<file path="config.mk">
export PLATFORM = sky130hd
export DESIGN_NAME = pipeline_exec_ctrl
export DESIGN_NICKNAME = d
export VERILOG_FILES = /design/src/rtl/pipeline_dbg_pkg.sv /design/src/rtl/pipeline_exec_ctrl_dump_sequencer.sv /design/src/rtl/pipeline_exec_ctrl.sv
export SDC_FILE = /design/constraint.sdc
export NUM_CORES = 1
export LEC_CHECK = 0
export CAP_MARGIN = 10
export CORE_ASPECT_RATIO = 0.6
export CORE_UTILIZATION = 41
export CTS_CLUSTER_DIAMETER = 150
export DETAILED_ROUTE_END_ITERATION = 10
export PLACE_DENSITY = 0.79
export SYNTH_ARGS = -nofsm -noshare
export SYNTH_HDL_FRONTEND = slang
export SYNTH_HIERARCHICAL = 1
export SYNTH_SLANG_ARGS = --single-unit
</file>
<file path="constraint.sdc">
create_clock -name i_clk -period 2.8 [get_ports i_clk]
set_input_delay 0.42 -clock i_clk [delete_from_list [all_inputs] [get_ports i_clk]]
set_output_delay 0.42 -clock i_clk [all_outputs]
set_load 0.1 [all_outputs]
</file>
<file path="src/rtl/pipeline_dbg_pkg.sv">
// Shared types for the pipeline execution/debug controller: command codes, FSM states
// and the dump-stream layout (registers, memory window, PC, optional cycle count).
package pipeline_dbg_pkg;

  typedef enum logic [1:0] {
    CMD_RUN   = 2'b00,
    CMD_STEP  = 2'b01,
    CMD_DUMP  = 2'b10,
    CMD_CLEAR = 2'b11
  } cmd_e;

  typedef enum logic [2:0] {
    ST_IDLE,
    ST_RUN,
    ST_STEP,
    ST_HALTED,
    ST_DUMP_ADDR,
    ST_DUMP_WAIT,
    ST_DUMP_OUT
  } state_e;

  // Dump word index layout: [0, reg_words) registers, [reg_words, mem_end) memory,
  // mem_end is the PC word, mem_end+1 the cycle count when present.
  function automatic int reg_words(input int reg_sz);
    return 1 << reg_sz;
  endfunction

  function automatic int mem_end(input int reg_sz, input int mem_words);
    return reg_words(reg_sz) + mem_words;
  endfunction

  function automatic int dump_words(input int reg_sz, input int mem_words, input bit cnt_en);
    return mem_end(reg_sz, mem_words) + 1 + (cnt_en ? 1 : 0);
  endfunction

endpackage

</file>
<file path="src/rtl/pipeline_exec_ctrl_dump_sequencer.sv">
// Dump stream engine: word index, segment select, debug read addresses and the
// valid/ready output register. Capture is triggered by the parent FSM's wait state.
module dump_sequencer
  import pipeline_dbg_pkg::*;
#(
  parameter int PC_SZ          = 32,
  parameter int DATA_SZ        = 32,
  parameter int REG_SZ         = 5,
  parameter int MEM_SZ         = 10,
  parameter int DUMP_MEM_WORDS = 32,
  parameter int CNT_SZ         = 32,
  parameter bit CNT_EN         = 1'b0
) (
  input  logic               i_clk,
  input  logic               i_reset,
  input  logic               i_capture,
  input  logic [PC_SZ-1:0]   i_pc,
  input  logic [CNT_SZ-1:0]  i_cycle_cnt,
  input  logic [DATA_SZ-1:0] i_dbg_reg_data,
  input  logic [DATA_SZ-1:0] i_dbg_mem_data,
  input  logic               i_dump_ready,
  output logic [REG_SZ-1:0]  o_dbg_reg_addr,
  output logic [MEM_SZ-1:0]  o_dbg_mem_addr,
  output logic               o_dump_valid,
  output logic [DATA_SZ-1:0] o_dump_data,
  output logic               o_dump_last,
  output logic               o_word_done,
  output logic               o_dump_done
);

  localparam int N_WORDS = dump_words(REG_SZ, DUMP_MEM_WORDS, CNT_EN);
  localparam int IDX_W   = $clog2(N_WORDS);
  localparam logic [IDX_W-1:0] REG_END  = IDX_W'(reg_words(REG_SZ));
  localparam logic [IDX_W-1:0] PC_IDX   = IDX_W'(mem_end(REG_SZ, DUMP_MEM_WORDS));
  localparam logic [IDX_W-1:0] LAST_IDX = IDX_W'(N_WORDS - 1);

  logic [IDX_W-1:0]   r_idx;
  logic               r_valid;
  logic               r_last;
  logic [DATA_SZ-1:0] r_data;

  logic               w_in_reg;
  logic               w_in_mem;
  logic [IDX_W-1:0]   w_mem_off;
  logic [DATA_SZ-1:0] w_word;
  logic               w_hs;

  always_comb begin
    w_in_reg  = (r_idx < REG_END);
    w_in_mem  = !w_in_reg && (r_idx < PC_IDX);
    w_mem_off = r_idx - REG_END;
    if (w_in_reg)            w_word = i_dbg_reg_data;
    else if (w_in_mem)       w_word = i_dbg_mem_data;
    else if (r_idx == PC_IDX) w_word = DATA_SZ'(i_pc);
    else                     w_word = DATA_SZ'(i_cycle_cnt);
  end

  // Addresses follow the index, which only moves on a handshake, so the read
  // data is settled by the capture cycle for either async or 1-cycle RAMs.
  assign o_dbg_reg_addr = w_in_reg ? REG_SZ'(r_idx) : '0;
  assign o_dbg_mem_addr = w_in_mem ? MEM_SZ'(w_mem_off) : '0;

  assign w_hs = r_valid && i_dump_ready;

  always_ff @(posedge i_clk or negedge i_reset) begin
    if (!i_reset) begin
      r_idx   <= '0;
      r_valid <= 1'b0;
      r_last  <= 1'b0;
      r_data  <= '0;
    end else if (i_capture) begin
      r_valid <= 1'b1;
      r_last  <= (r_idx == LAST_IDX);
      r_data  <= w_word;
    end else if (w_hs) begin
      r_valid <= 1'b0;
      r_last  <= 1'b0;
      r_idx   <= r_last ? '0 : r_idx + 1'b1;
    end
  end

  assign o_dump_valid = r_valid;
  assign o_dump_data  = r_data;
  assign o_dump_last  = r_last;
  assign o_word_done  = w_hs;
  assign o_dump_done  = w_hs && r_last;

endmodule

</file>
<file path="src/rtl/pipeline_exec_ctrl.sv">
// Run/step/dump controller for the MIPS pipeline. Define PIPE_CYCLE_CNT_EN to build
// the executed-cycle counter and append it as the final dump word.
//
// state     | meaning
// ----------+-----------------------------------------------------
// IDLE      | pipeline frozen, accepting commands
// RUN       | enabled until the halt flag reaches WB
// STEP      | single enabled cycle, then back to IDLE (or HALTED)
// HALTED    | program finished; RUN/STEP rejected
// DUMP_ADDR | debug address for current word presented
// DUMP_WAIT | read data captured into the dump register
// DUMP_OUT  | word offered on the dump port until ready
module pipeline_exec_ctrl
  import pipeline_dbg_pkg::*;
#(
  parameter int PC_SZ          = 32,
  parameter int DATA_SZ        = 32,
  parameter int REG_SZ         = 5,
  parameter int MEM_SZ         = 10,
  parameter int DUMP_MEM_WORDS = 32,
  parameter int CNT_SZ         = 32
) (
  input  logic               i_clk,
  input  logic               i_reset,
  input  logic               i_cmd_valid,
  input  logic [1:0]         i_cmd,
  output logic               o_cmd_ready,
  output logic               o_err,
  input  logic               i_halt,
  input  logic [PC_SZ-1:0]   i_pc,
  output logic               o_enable,
  output logic               o_pipe_reset,
  output logic [REG_SZ-1:0]  o_dbg_reg_addr,
  output logic [MEM_SZ-1:0]  o_dbg_mem_addr,
  input  logic [DATA_SZ-1:0] i_dbg_reg_data,
  input  logic [DATA_SZ-1:0] i_dbg_mem_data,
  output logic               o_dump_valid,
  output logic [DATA_SZ-1:0] o_dump_data,
  output logic               o_dump_last,
  input  logic               i_dump_ready,
  output logic [CNT_SZ-1:0]  o_cycle_cnt,
  output logic               o_halted
);

`ifdef PIPE_CYCLE_CNT_EN
  localparam bit CNT_EN = 1'b1;
`else
  localparam bit CNT_EN = 1'b0;
`endif

  state_e r_state, w_state_nxt;
  logic   r_origin_halted, w_origin_nxt;
  logic   r_err, w_err_nxt;
  logic   r_pipe_reset, w_pipe_reset_nxt;
  logic   w_accept;
  cmd_e   w_cmd;
  logic   w_word_done, w_dump_done;
  logic [CNT_SZ-1:0] w_cycle_cnt;

  assign w_cmd       = cmd_e'(i_cmd);
  assign o_cmd_ready = (r_state == ST_IDLE) || (r_state == ST_HALTED);
  assign w_accept    = i_cmd_valid && o_cmd_ready;
  // Combinational so the cycle in which halt reaches WB never advances the pipe.
  assign o_enable    = ((r_state == ST_RUN) || (r_state == ST_STEP)) && !i_halt;
  assign o_halted    = (r_state == ST_HALTED);

  always_comb begin
    w_state_nxt      = r_state;
    w_origin_nxt     = r_origin_halted;
    w_err_nxt        = 1'b0;
    w_pipe_reset_nxt = 1'b0;
    case (r_state)
      ST_IDLE, ST_HALTED: begin
        if (w_accept) begin
          case (w_cmd)
            CMD_RUN: begin
              if (r_state == ST_IDLE) w_state_nxt = ST_RUN;
              else                    w_err_nxt   = 1'b1;
            end
            CMD_STEP: begin
              if (r_state == ST_IDLE) w_state_nxt = ST_STEP;
              else                    w_err_nxt   = 1'b1;
            end
            CMD_DUMP: begin
              w_origin_nxt = (r_state == ST_HALTED);
              w_state_nxt  = ST_DUMP_ADDR;
            end
            default: begin
              w_pipe_reset_nxt = 1'b1;
              w_state_nxt      = ST_IDLE;
            end
          endcase
        end
      end
      ST_RUN:       if (i_halt) w_state_nxt = ST_HALTED;
      ST_STEP:      w_state_nxt = i_halt ? ST_HALTED : ST_IDLE;
      ST_DUMP_ADDR: w_state_nxt = ST_DUMP_WAIT;
      ST_DUMP_WAIT: w_state_nxt = ST_DUMP_OUT;
      ST_DUMP_OUT: begin
        if (w_dump_done)      w_state_nxt = r_origin_halted ? ST_HALTED : ST_IDLE;
        else if (w_word_done) w_state_nxt = ST_DUMP_ADDR;
      end
      default:      w_state_nxt = ST_IDLE;
    endcase
  end

  always_ff @(posedge i_clk or negedge i_reset) begin
    if (!i_reset) begin
      r_state         <= ST_IDLE;
      r_origin_halted <= 1'b0;
      r_err           <= 1'b0;
      r_pipe_reset    <= 1'b0;
    end else begin
      r_state         <= w_state_nxt;
      r_origin_halted <= w_origin_nxt;
      r_err           <= w_err_nxt;
      r_pipe_reset    <= w_pipe_reset_nxt;
    end
  end

  assign o_err        = r_err;
  assign o_pipe_reset = r_pipe_reset;

`ifdef PIPE_CYCLE_CNT_EN
  logic [CNT_SZ-1:0] r_cycle_cnt;

  always_ff @(posedge i_clk or negedge i_reset) begin
    if (!i_reset) begin
      r_cycle_cnt <= '0;
    end else if (w_accept && (w_cmd == CMD_CLEAR)) begin
      r_cycle_cnt <= '0;
    end else if (o_enable && !(&r_cycle_cnt)) begin
      r_cycle_cnt <= r_cycle_cnt + 1'b1;
    end
  end

  assign w_cycle_cnt = r_cycle_cnt;
`else
  assign w_cycle_cnt = '0;
`endif

  assign o_cycle_cnt = w_cycle_cnt;

  dump_sequencer #(
    .PC_SZ         (PC_SZ),
    .DATA_SZ       (DATA_SZ),
    .REG_SZ        (REG_SZ),
    .MEM_SZ        (MEM_SZ),
    .DUMP_MEM_WORDS(DUMP_MEM_WORDS),
    .CNT_SZ        (CNT_SZ),
    .CNT_EN        (CNT_EN)
  ) u_dump_seq (
    .i_clk         (i_clk),
    .i_reset       (i_reset),
    .i_capture     (r_state == ST_DUMP_WAIT),
    .i_pc          (i_pc),
    .i_cycle_cnt   (w_cycle_cnt),
    .i_dbg_reg_data(i_dbg_reg_data),
    .i_dbg_mem_data(i_dbg_mem_data),
    .i_dump_ready  (i_dump_ready),
    .o_dbg_reg_addr(o_dbg_reg_addr),
    .o_dbg_mem_addr(o_dbg_mem_addr),
    .o_dump_valid  (o_dump_valid),
    .o_dump_data   (o_dump_data),
    .o_dump_last   (o_dump_last),
    .o_word_done   (w_word_done),
    .o_dump_done   (w_dump_done)
  );

endmodule

</file>
* After elaboration in Yosys (flattened, before gate mapping)
Cells that the tools add are included.
** Operators by class
- Div/mod/pow operators :: 0
- Add/subtract/negate cells :: 2
- Reductions and logical operators :: 18
- Shifts and indexed selects :: 0
- Order comparisons :: 2
- Multiplexer cells :: 26
- Multipliers :: 0
- Eq/ne operators :: 14
- Bitwise gates (word level) :: 1
** Operators by type and width (number)
- 2-to-1 mux 32 bit :: 3
- 2-to-1 mux 3 bit :: 6
- one-hot mux 3 bit (6 select lines) :: 1
- 2-to-1 mux 7 bit :: 2
- 2-to-1 mux 1 bit :: 10
- equality test 3 bit, second input constant :: 3
- one-hot mux 3 bit (3 select lines) :: 1
- adder 7 x 1 -> 7 bit, second input constant :: 1
- equality test 7 bit, second input constant :: 1
- less-than comparator 7 x 6 -> 1 bit, second input constant :: 1
- less-than comparator 7 bit, second input constant :: 1
- subtractor 7 x 6 -> 7 bit, second input constant :: 1
- equality test 3 x 2 -> 1 bit, second input constant :: 2
- inequality test 3 bit, second input constant :: 2
- logical AND 1 bit :: 5
- 2-to-1 mux 5 bit :: 1
- AND reduction 5 bit :: 1
- 2-to-1 mux 2 bit :: 2
- inequality test 2 bit, second input constant :: 2
- OR reduction 2 bit :: 2
- equality test 3 x 1 -> 1 bit, second input constant :: 1
- logical NOT 3 bit :: 1
- inequality test 3 x 1 -> 1 bit, second input constant :: 1
- AND reduction 3 bit :: 1
- other kinds (9) :: 11
** Word-level totals
- Latch bits :: 0
- Word-level logic and storage cells :: 71
- RAM bits :: 0
- Register bits :: 47
- Memory bits (read-only) :: 0
- Output and inout bits :: 86
- Memories kept :: 0
- Input port bits :: 103

* Logic depth before layout (Yosys ltp)
Gate-level depths: netlist (run 1).
- Depth in word-level cells :: 5
- Gate-level depth with buffers :: 8

* Modules after synthesis
Netlist (run 1), hierarchy kept.
** Modules (own cells, without submodules)
- dump_sequencer :: area each 3075.4 um^2, instances 1, cells each 431, seq. area each 1026.0 um^2
- pipeline_exec_ctrl :: area each 686.9 um^2, instances 1, cells each 93, seq. area each 150.1 um^2

* Worst setup path before layout (run 1)
OpenSTA, ideal clock, no wires.
- Kind :: reg-to-output
- Start point :: reg r_state[1]
- End point :: out o_enable
- Setup slack :: -0.551 ns
- Required time :: 2.380 ns
- Cell stages (with the launch flop) :: 4
- Data arrival time :: 2.931 ns
- Cell sequence :: dfrtp_1 buf_2 xor2_1 nor3b_1
** Between the ends
- Word-level cells in the longest chain between the ends :: 3
** RTL lines
- from (decl) :: line pipeline_exec_ctrl.sv:51 : state_e r_state, w_state_nxt;
- from (signal assigned) :: line pipeline_exec_ctrl.sv:114 : r_state <= w_state_nxt;
- equality test 3 x 1 -> 1 bit / equality test 3 x 2 -> 1 bit (equally long branches) :: line pipeline_exec_ctrl.sv:64 : assign o_enable = ((r_state == ST_RUN) || (r_state == ST_STEP)) && !i_halt;
- logical OR 1 bit * :: line pipeline_exec_ctrl.sv:64
- logical AND 1 bit * :: line pipeline_exec_ctrl.sv:64
- to (decl) :: line pipeline_exec_ctrl.sv:31 : output logic o_enable,
Mark *: on every way between the ends. The rest lies on a longest branch, timed or not.

* Worst setup path in the final report (run 1)
- Start point :: reg u_dump_seq.r_idx[6]
- End point :: out o_dbg_mem_addr[6]
** Between the ends
- Word-level cells in the longest chain between the ends :: 4
** RTL lines
- from (decl) :: line pipeline_exec_ctrl_dump_sequencer.sv:37 : logic [IDX_W-1:0] r_idx;
- from (signal assigned) :: line pipeline_exec_ctrl_dump_sequencer.sv:78 : r_idx <= r_last ? '0 : r_idx + 1'b1;
- less-than comparator 7 x 6 -> 1 bit :: line pipeline_exec_ctrl_dump_sequencer.sv:49 : w_in_reg = (r_idx < REG_END);
- logical NOT 1 bit :: line pipeline_exec_ctrl_dump_sequencer.sv:50 : w_in_mem = !w_in_reg && (r_idx < PC_IDX);
- logical AND 1 bit :: line pipeline_exec_ctrl_dump_sequencer.sv:50
- 2-to-1 mux 7 bit * :: line pipeline_exec_ctrl_dump_sequencer.sv:61 : assign o_dbg_mem_addr = w_in_mem ? MEM_SZ'(w_mem_off) : '0;
- to (decl) :: line pipeline_exec_ctrl.sv:34 : output logic [MEM_SZ-1:0] o_dbg_mem_addr,
Marked as above.

==> results of run 1 <==
Yosys cell counts, drive strengths merged, types with 3 or more instances:
cell,count
a21oi,74
nor2,74
dfrtp,47
buf,45
nand2,44
o21ai,42
inv,40
or4,35
clkbuf,33
a31o,32
and2,12
nand2b,7
ha,4
nand3,3
nor2b,3
nor3,3
logic make-up (layout without fill, tap and decap cells):
kind of cell,Yosys count,count (layout)
other cells,2,67
xor+xnor,1,1
simple gates,193,193
flops,47,47
compound gates,159,159
buf+inv,118,211
fa+ha+maj,4,4
critical path: stages, from the launching register on:
cell and delay [ns]:
dfrtp_1 0.43, inv_1 0.10, ha_2 0.57, nor2b_1 0.37
buf_12 0.22
how the worst max path moves through the flow:
| stage | end | slack (ns) | cells past startpoint |
|---|---|---|---|
| final | o_dbg_mem_addr[6] | 0.40 | 4 |
| after global routing | o_dbg_mem_addr[6] | 0.28 | 4 |
| after CTS | o_dbg_mem_addr[6] | 0.40 | 4 |
| after detailed placement | u_dump_seq/o_dump_data[17] | 0.66 | 3 |
| after global placement | o_dbg_mem_addr[6] | 0.72 | 4 |
| after floorplan | o_dbg_mem_addr[5] | 0.12 | 4 |
flip-flops by register name, summed over array words and instances, names as in the netlist:
name,count
o_err,1
r_state,3
u_dump_seq/r_idx,7
u_dump_seq/o_dump_valid,1
u_dump_seq/o_dump_data,32
o_pipe_reset,1
u_dump_seq/o_dump_last,1
r_origin_halted,1
layout make-up:
cell class / instances / area, sq um
timing repair buffer: 165 / 1640
fill: 755 / 3250
tap: 112 / 140
clock buffer: 6 / 129
sequential: 47 / 1180
multi-input combinational: 424 / 2230
inverter: 40 / 150
power groups by stage:
stage | clock [mW] | sequential (mW) | combinational, mW
floorplan | 0 | 2.86 | 1.37
global placement | 0 | 1.21 | 3.78
detailed placement | 0 | 1.22 | 3.84
CTS | 0.577 | 1.22 | 3.84
global route | 0.596 | 1.26 | 4.00
finish | 0.559 | 1.22 | 3.83
layer usage:
layer / vias to the layer above / wire (um) / GRT usage / share of wire
li1: 2008 / - / - / -
met1: 1856 / 5080 / 0.309 / 0.45
met2: 146 / 5270 / 0.382 / 0.47
met3: 6 / 748 / 0.0400 / 0.067
met4: 0 / 65 / 0.0415 / 0.0058
met5: - / 0 / 0 / 0
==> flow_metrics.py, run 1 <==
metrics = {
    "run_status": {
        "status": "finished with violations",
        "violations": "DRC",
    },
    "final_layout": {
        "instances_no_fill": 794,
        "nets": 790,
        "fin_util": 0.627,
        "antenna_cells": 0,
        "syn_to_final_growth_pct": 45.3,
        "drive_above_1_share": 0.107,
        "layout_commonest_cell": "clkdlybuf4s50_1",
        "final_cell_mix": "clkdlybuf4s50_1 (101), nor2_1 (74), a21oi_1 (74)",
        "stdcell_area_sq_um": 5470,
    },
    "power": {
        "power.internal_mw": 2.20,
        "powerDensity_nw_per_um2": 1030,
        "leakage_nw": 2.51,
        "ir_worst_vdd_uv": 617,
        "comb_power_share": 0.683,
        "power_switching_share": 0.607,
        "sequentialPowerShare": 0.217,
        "power_frac_clock": 0.100,
        "switching_power_mw": 3.40,
        "total_power_mw": 5.61,
    },
    "clock_tree": {
        "cts_hold_buf": 0,
        "clkTransAtPathRegs_ns": 0.06,
        "cts_tree": "built",
        "cts_resized": 0,
        "cts_buffer_depth": 2,
        "cts_root_buf": "clkbuf_16",
        "cts_buffers": 5,
        "clock-sinks": 47,
        "clock_latency_ns": 0.28,
        "htree_num_levels": 2,
        "postCtsSetupBuffers": 0,
    },
    "critical_path": {
        "reg2regPathDepth": 3,
        "required_ns": 2.38,
        "path_class": "flip-flop to primary output",
        "critical_path_peak_fanout": 35,
        "crit_arrival_ns": 1.98,
        "worstSetupEndpointType": "primary output",
        "r2r-end": "u_dump_seq/o_dump_data[17]",
        "start_kind": "flip-flop",
        "ff2ff_setup_slack_ns": 0.64,
        "crit_start": "u_dump_seq/r_idx[6]",
        "reg2reg_from": "u_dump_seq/r_idx[4]",
    },
    "synth": {
        "synth_edf_count": 0,
        "avgSynthCellArea_sq_um": 7.18,
        "synth_compound_area_frac": 0.250,
        "yosys_warnings": 6,
        "synth_seq_cells": 47,
        "synth_top_cell_by_area": "dfrtp_1",
        "ys_seq_area_frac": 0.313,
        "synthArstFlopShare": 1.00,
        "yosys.area.top_type_share": 0.313,
        "synth.distinct_cells": 37,
        "synth_top_family_by_area": "simple AND/OR/NAND/NOR gates",
        "synth-xor-area-share": 0.00233,
        "syn-cell-area_sq_um": 3760,
        "synthCells": 524,
        "synthMuxAreaShare": 0,
        "yosys-top-cells-area": "dfrtp_1 (31%), a21oi_1 (9.8%), a31o_1 (7.4%), nor2_1 (7.4%), buf_4 (7.0%)",
        "yosys.area_share.simple": 0.257,
        "synthAdderAreaFrac": 0.0133,
        "synth_top_flop_cell": "dfrtp_1",
    },
    "die": {
        "rows": 26,
        "die_area_sq_um": 9580,
        "ios": 189,
        "start_util": 0.432,
        "die_height_um": 76.2,
        "core_area_sq_um": 8720,
        "dieWidth_um": 126,
    },
    "timing": {
        "rsz0062_at_grt": "false",
        "fmax_ghz": 0.417,
        "setup_viol_count_final": 0,
        "fin_setup_tns_ns": 0,
        "fin_crit_ns": 2.40,
        "finalMaxSlewViolations": 0,
        "slew_headroom": 0.497,
        "clock_skew_ns": 0.00274,
        "worst_pin_slew_ns": 0.754,
        "period_share": 0.856,
        "setup_ws_ns": 0.404,
        "finalHoldViolCount": 0,
        "whs_ns": 0.115,
    },
    "place": {
        "place_congestion": 0.827,
        "dp_hpwl_um": 8120,
        "dpl_cell_area_sq_um": 5340,
        "io_buffers": 153,
        "dpl.cell_count": 788,
        "dp_worst_setup_slack_ns": 0.664,
    },
    "min_path": {
        "min_path_type": "primary input to async pin",
    },
    "drt": {
        "first_pass_iters": 8,
        "drtIter0Drc": 243,
        "antenna_left": 0,
        "wl_um": 11200,
        "post_drt_wl_per_cell_um": 14.1,
        "vias": 4016,
        "routed_via_density": 5.06,
        "remaining_drc_errors": 11,
    },
    "global_route": {
        "grt_max_degree": 66,
        "grt_usage": 0.228,
        "grt_pass1_vias": 3591,
        "grt_pass1_wl_um": 17900,
        "grt-ovfl-total": 0,
        "antenna_found_initial": 0,
    },
    "run": {
        "drv_cap": 0,
    },
}
Note: power is estimated with default switching activity, not from simulation.
==> run 2: changes to the inputs <==
CELL_PAD_IN_SITES_DETAIL_PLACEMENT = 2   (was default)
CELL_PAD_IN_SITES_GLOBAL_PLACEMENT = 2   (was default)
CORE_MARGIN = 2   (was default)
CORE_UTILIZATION = 21   (was 41)
RECOVER_POWER = 50   (was default)
==> flow_metrics.py, run 2 (synthesis gave the netlist of run 1 again) <==
metrics = {
    "global_route": {
        "grt_max_degree": 66,
        "grt_pass1_vias": 4481,
        "antenna_found_initial": 0,
        "grt_pass1_wl_um": 24500,
        "grt-ovfl-total": 0,
        "grt_usage": 0.163,
    },
    "timing": {
        "rsz0062_at_grt": "false",
        "fin_setup_tns_ns": 0,
        "finalHoldViolCount": 0,
        "fmax_ghz": 0.446,
        "setup_viol_count_final": 0,
        "worst_pin_slew_ns": 1.38,
        "slew_headroom": 0.0810,
        "fin_crit_ns": 2.24,
        "finalMaxSlewViolations": 0,
        "period_share": 0.801,
        "clock_skew_ns": 0.0100,
    },
    "min_path": {
        "min_path_type": "primary input to async pin",
    },
    "drt": {
        "vias": 4138,
        "first_pass_iters": 4,
        "wl_met2_um": 6960,
        "wl_um": 15400,
        "remaining_drc_errors": 0,
        "top_layer": "met4",
        "wl_met3_um": 849,
        "antenna_left": 0,
        "post_drt_wl_per_cell_um": 16.8,
        "drtIter0Drc": 139,
        "wl_met1_um": 7380,
        "routed_via_density": 4.52,
    },
    "critical_path": {
        "start_kind": "flip-flop",
        "required_ns": 2.38,
        "reg2regPathDepth": 3,
        "crit_arrival_ns": 1.82,
        "critical_path_peak_fanout": 20,
        "worstSetupEndpointType": "primary output",
        "path_class": "flip-flop to primary output",
    },
    "final_layout": {
        "instances_no_fill": 915,
        "syn_to_final_growth_pct": 48.0,
        "layout_commonest_cell": "clkdlybuf4s50_1",
        "nets": 787,
        "drive_above_1_share": 0.0705,
        "final_cell_mix": "clkdlybuf4s50_1 (100), nor2_1 (74), a21oi_1 (74)",
        "largest_reg_flops": 32,
        "antenna_cells": 0,
        "fin_util": 0.321,
    },
    "clock_tree": {
        "cts_buffers": 5,
        "postCtsSetupBuffers": 0,
        "htree_num_levels": 2,
        "cts_tree": "built",
        "clkTransAtPathRegs_ns": 0.07,
        "cts_hold_buf": 0,
        "clock_latency_ns": 0.29,
        "cts_buffer_depth": 2,
        "cts_resized": 0,
        "clock-sinks": 47,
        "cts_root_buf": "clkbuf_16",
    },
    "run_status": {
        "status": "finished, final reports clean",
    },
    "run": {
        "drv_cap": 0,
    },
    "die": {
        "die_area_sq_um": 19000,
        "start_util": 0.217,
        "core_area_sq_um": 17400,
        "dieWidth_um": 177,
        "rows": 37,
        "ios": 189,
        "die_height_um": 108,
    },
    "place": {
        "io_buffers": 153,
        "dp_hpwl_um": 11600,
        "place_congestion": 0.807,
        "dpl.cell_count": 907,
    },
    "power": {
        "powerDensity_nw_per_um2": 1020,
        "ir_worst_vdd_uv": 562,
        "leakage_nw": 2.44,
    },
}
run 2: cell types whose count changed in the layout (fill, tap and decap cells not counted), moves of 2 or more:
cell,before,now
clkbuf_8,0,2
clkbuf_1,1,26
buf_4,51,21
buf_12,12,14
run 2: metrics by stage:
stage                     total power, mW  area (sq um)  setup WS [ns]  hold slack [ns]
after detailed placement             5.20          5510          0.601            0.459
after floorplan                      4.23          4010          0.124            0.124
final                                5.67          5570          0.558            0.435
after global placement               5.06          5510          0.696            0.453
after global routing                 5.95          5570          0.430            0.555
after CTS                            5.88          5660          0.540            0.146
run 2: worst paths after layout:
kind / from / to / slack, ns
max: r_state[1] / o_enable / 0.56
min: i_reset / u_dump_seq/o_dump_data[30] / 0.43
max reg2reg: u_dump_seq/r_idx[3] / u_dump_seq/o_dump_data[6] / 0.58
min reg2reg: r_origin_halted / r_origin_halted / 0.59
max in group asynchronous: i_reset / u_dump_seq/r_idx[4] / 0.99
min in group i_clk: r_origin_halted / r_origin_halted / 0.59
run 2: critical path, stage by stage, from the launching register on:
cell and delay (ns):
dfrtp_1 0.72, xor2_1 0.29, nor3b_2 0.21, buf_4 0.31
run 2: per-layer routing:
metal | vias up | track usage
met4 | 0 | 0.0313
li1 | 2006 | -
met1 | 2001 | 0.223
met2 | 117 | 0.268
met3 | 14 | 0.0321
met5 | - | 0
run 2: power by group:
group	leakage, nW	total (mW)	switching (mW)	internal (mW)
Combinational	1.83	3.78	2.99	0.788
Sequential	0.530	1.24	0.283	0.956
Clock	0.0772	0.653	0.271	0.382
Total	2.44	5.67	3.54	2.13
run 2: final cells by class:
class | count | area (sq um)
Fill cell | 2050 | 11800
Multi-Input combinational cell | 424 | 2250
Timing Repair Buffer | 162 | 1550
Sequential cell | 47 | 1180
Tap cell | 234 | 293
Clock buffer | 8 | 156
Inverter | 40 | 150
==> run 3: changes to the inputs <==
clock period = 2.2 ns   (was 2.8 ns; I/O delays follow)
==> flow_metrics.py, run 3 (synthesis gave the netlist of run 1 again) <==
metrics = {
    "run_status": {
        "status": "finished, final reports clean",
    },
    "clock_tree": {
        "htree_num_levels": 2,
        "cts_root_buf": "clkbuf_16",
        "cts_buffers": 5,
        "clkTransAtPathRegs_ns": 0.07,
        "cts_resized": 0,
        "cts_tree": "built",
        "cts_buffer_depth": 2,
        "clock-sinks": 47,
        "clock_latency_ns": 0.29,
        "postCtsSetupBuffers": 0,
        "cts_hold_buf": 0,
    },
    "timing": {
        "rsz0062_at_grt": "false",
        "whs_ns": 0.431,
        "slew_headroom": 0.0980,
        "fmax_ghz": 0.484,
        "clock_skew_ns": 0.00553,
        "fin_crit_ns": 2.07,
        "finalMaxSlewViolations": 0,
        "period_share": 0.940,
        "worst_pin_slew_ns": 1.35,
        "setup_viol_count_final": 0,
        "finalHoldViolCount": 0,
    },
    "final_layout": {
        "final_cell_mix": "clkdlybuf4s50_1 (101), nor2_1 (74), a21oi_1 (74)",
        "antenna_cells": 0,
        "largest_reg_flops": 32,
        "layout_commonest_cell": "clkdlybuf4s50_1",
        "syn_to_final_growth_pct": 52.9,
        "nFillCells": 2053,
        "nets": 796,
        "drive_above_1_share": 0.101,
    },
    "global_route": {
        "grt-ovfl-total": 0,
        "grt_usage": 0.164,
        "grt_pass1_vias": 4534,
        "antenna_found_initial": 0,
        "grt_pass1_wl_um": 24600,
        "grt_max_degree": 66,
    },
    "run": {
        "drv_cap": 0,
    },
    "die": {
        "die_height_um": 108,
        "dieWidth_um": 177,
        "die_area_sq_um": 19000,
        "ios": 189,
        "core_area_sq_um": 17400,
        "rows": 37,
        "start_util": 0.217,
    },
    "place": {
        "io_buffers": 153,
        "dp_hpwl_um": 11800,
        "place_congestion": 0.787,
    },
    "critical_path": {
        "required_ns": 1.87,
        "path_class": "flip-flop to primary output",
        "worstSetupEndpointType": "primary output",
        "crit_arrival_ns": 1.74,
        "start_kind": "flip-flop",
        "critical_path_peak_fanout": 29,
    },
    "drt": {
        "routed_via_density": 4.54,
        "antenna_left": 0,
        "first_pass_iters": 4,
        "drtIter0Drc": 191,
        "remaining_drc_errors": 0,
        "wl_um": 16200,
        "vias": 4199,
        "post_drt_wl_per_cell_um": 17.5,
    },
    "power": {
        "ir_worst_vdd_uv": 825,
        "powerDensity_nw_per_um2": 1280,
        "total_power_mw": 7.37,
        "leakage_nw": 2.52,
    },
    "min_path": {
        "min_path_type": "primary input to async pin",
    },
}
run 3: cell type report:
| cell class | instances | area [sq um] | share of cell area |
|---|---|---|---|
| multi-input combinational | 424 | 2260 | 0.394 |
| timing repair buffer | 171 | 1730 | 0.301 |
| sequential | 47 | 1180 | 0.204 |
| tap | 234 | 293 | 0.0509 |
| inverter | 40 | 150 | 0.0261 |
| clock buffer | 7 | 133 | 0.0230 |
| clock inverter | 1 | 5.00 | 0.000870 |
run 3: metrics by stage:
step	setup slack [ns]	TNS [ns]	std cells	cell area (sq um)	util
after global placement	0.220	0	914	5640	0.325
after global routing	0.0132	0	924	5750	0.331
final	0.133	0	924	5750	0.331
after CTS	0.0945	0	922	5780	0.333
after detailed placement	0.140	0	914	5640	0.325
after floorplan	-0.0626	-0.116	589	4020	-
run 3: layer usage:
layer / global-route usage / wire length, um / vias to the layer above
met1: 0.226 / 7870 / 2053
met4: 0.0230 / 106 / 0
li1: - / - / 2021
met2: 0.273 / 7450 / 118
met3: 0.0268 / 789 / 7
met5: 0 / 0 / -
run 3: worst max-delay path, cell delays in order, from the launching register on:
cell	delay [ns]
dfrtp_1	0.53
ha_4	0.29
buf_12	0.20
and2_1	0.22
buf_12	0.19
run 3: final timing paths:
path	from	endpoint	slack, ns	depth (start not counted)
worst max-delay path	u_dump_seq/r_idx[5]	o_dbg_mem_addr[4]	0.13	4
worst min-delay path	i_reset	u_dump_seq/o_dump_data[1]	0.43	2
worst max register to register	u_dump_seq/r_idx[4]	u_dump_seq/o_dump_data[26]	0.14	4
worst min register to register	r_origin_halted	r_origin_halted	0.56	2
max in group asynchronous	i_reset	u_dump_seq/o_dump_data[13]	0.96	2
min in group i_clk	r_origin_halted	r_origin_halted	0.56	2
run 3: where the power goes:
part	internal, mW	leakage (nW)	total, mW	switching [mW]
logic	1.16	1.93	5.10	3.94
clock network	0.423	0.0679	0.792	0.369
registers	1.22	0.530	1.48	0.259
total	2.80	2.52	7.37	4.57
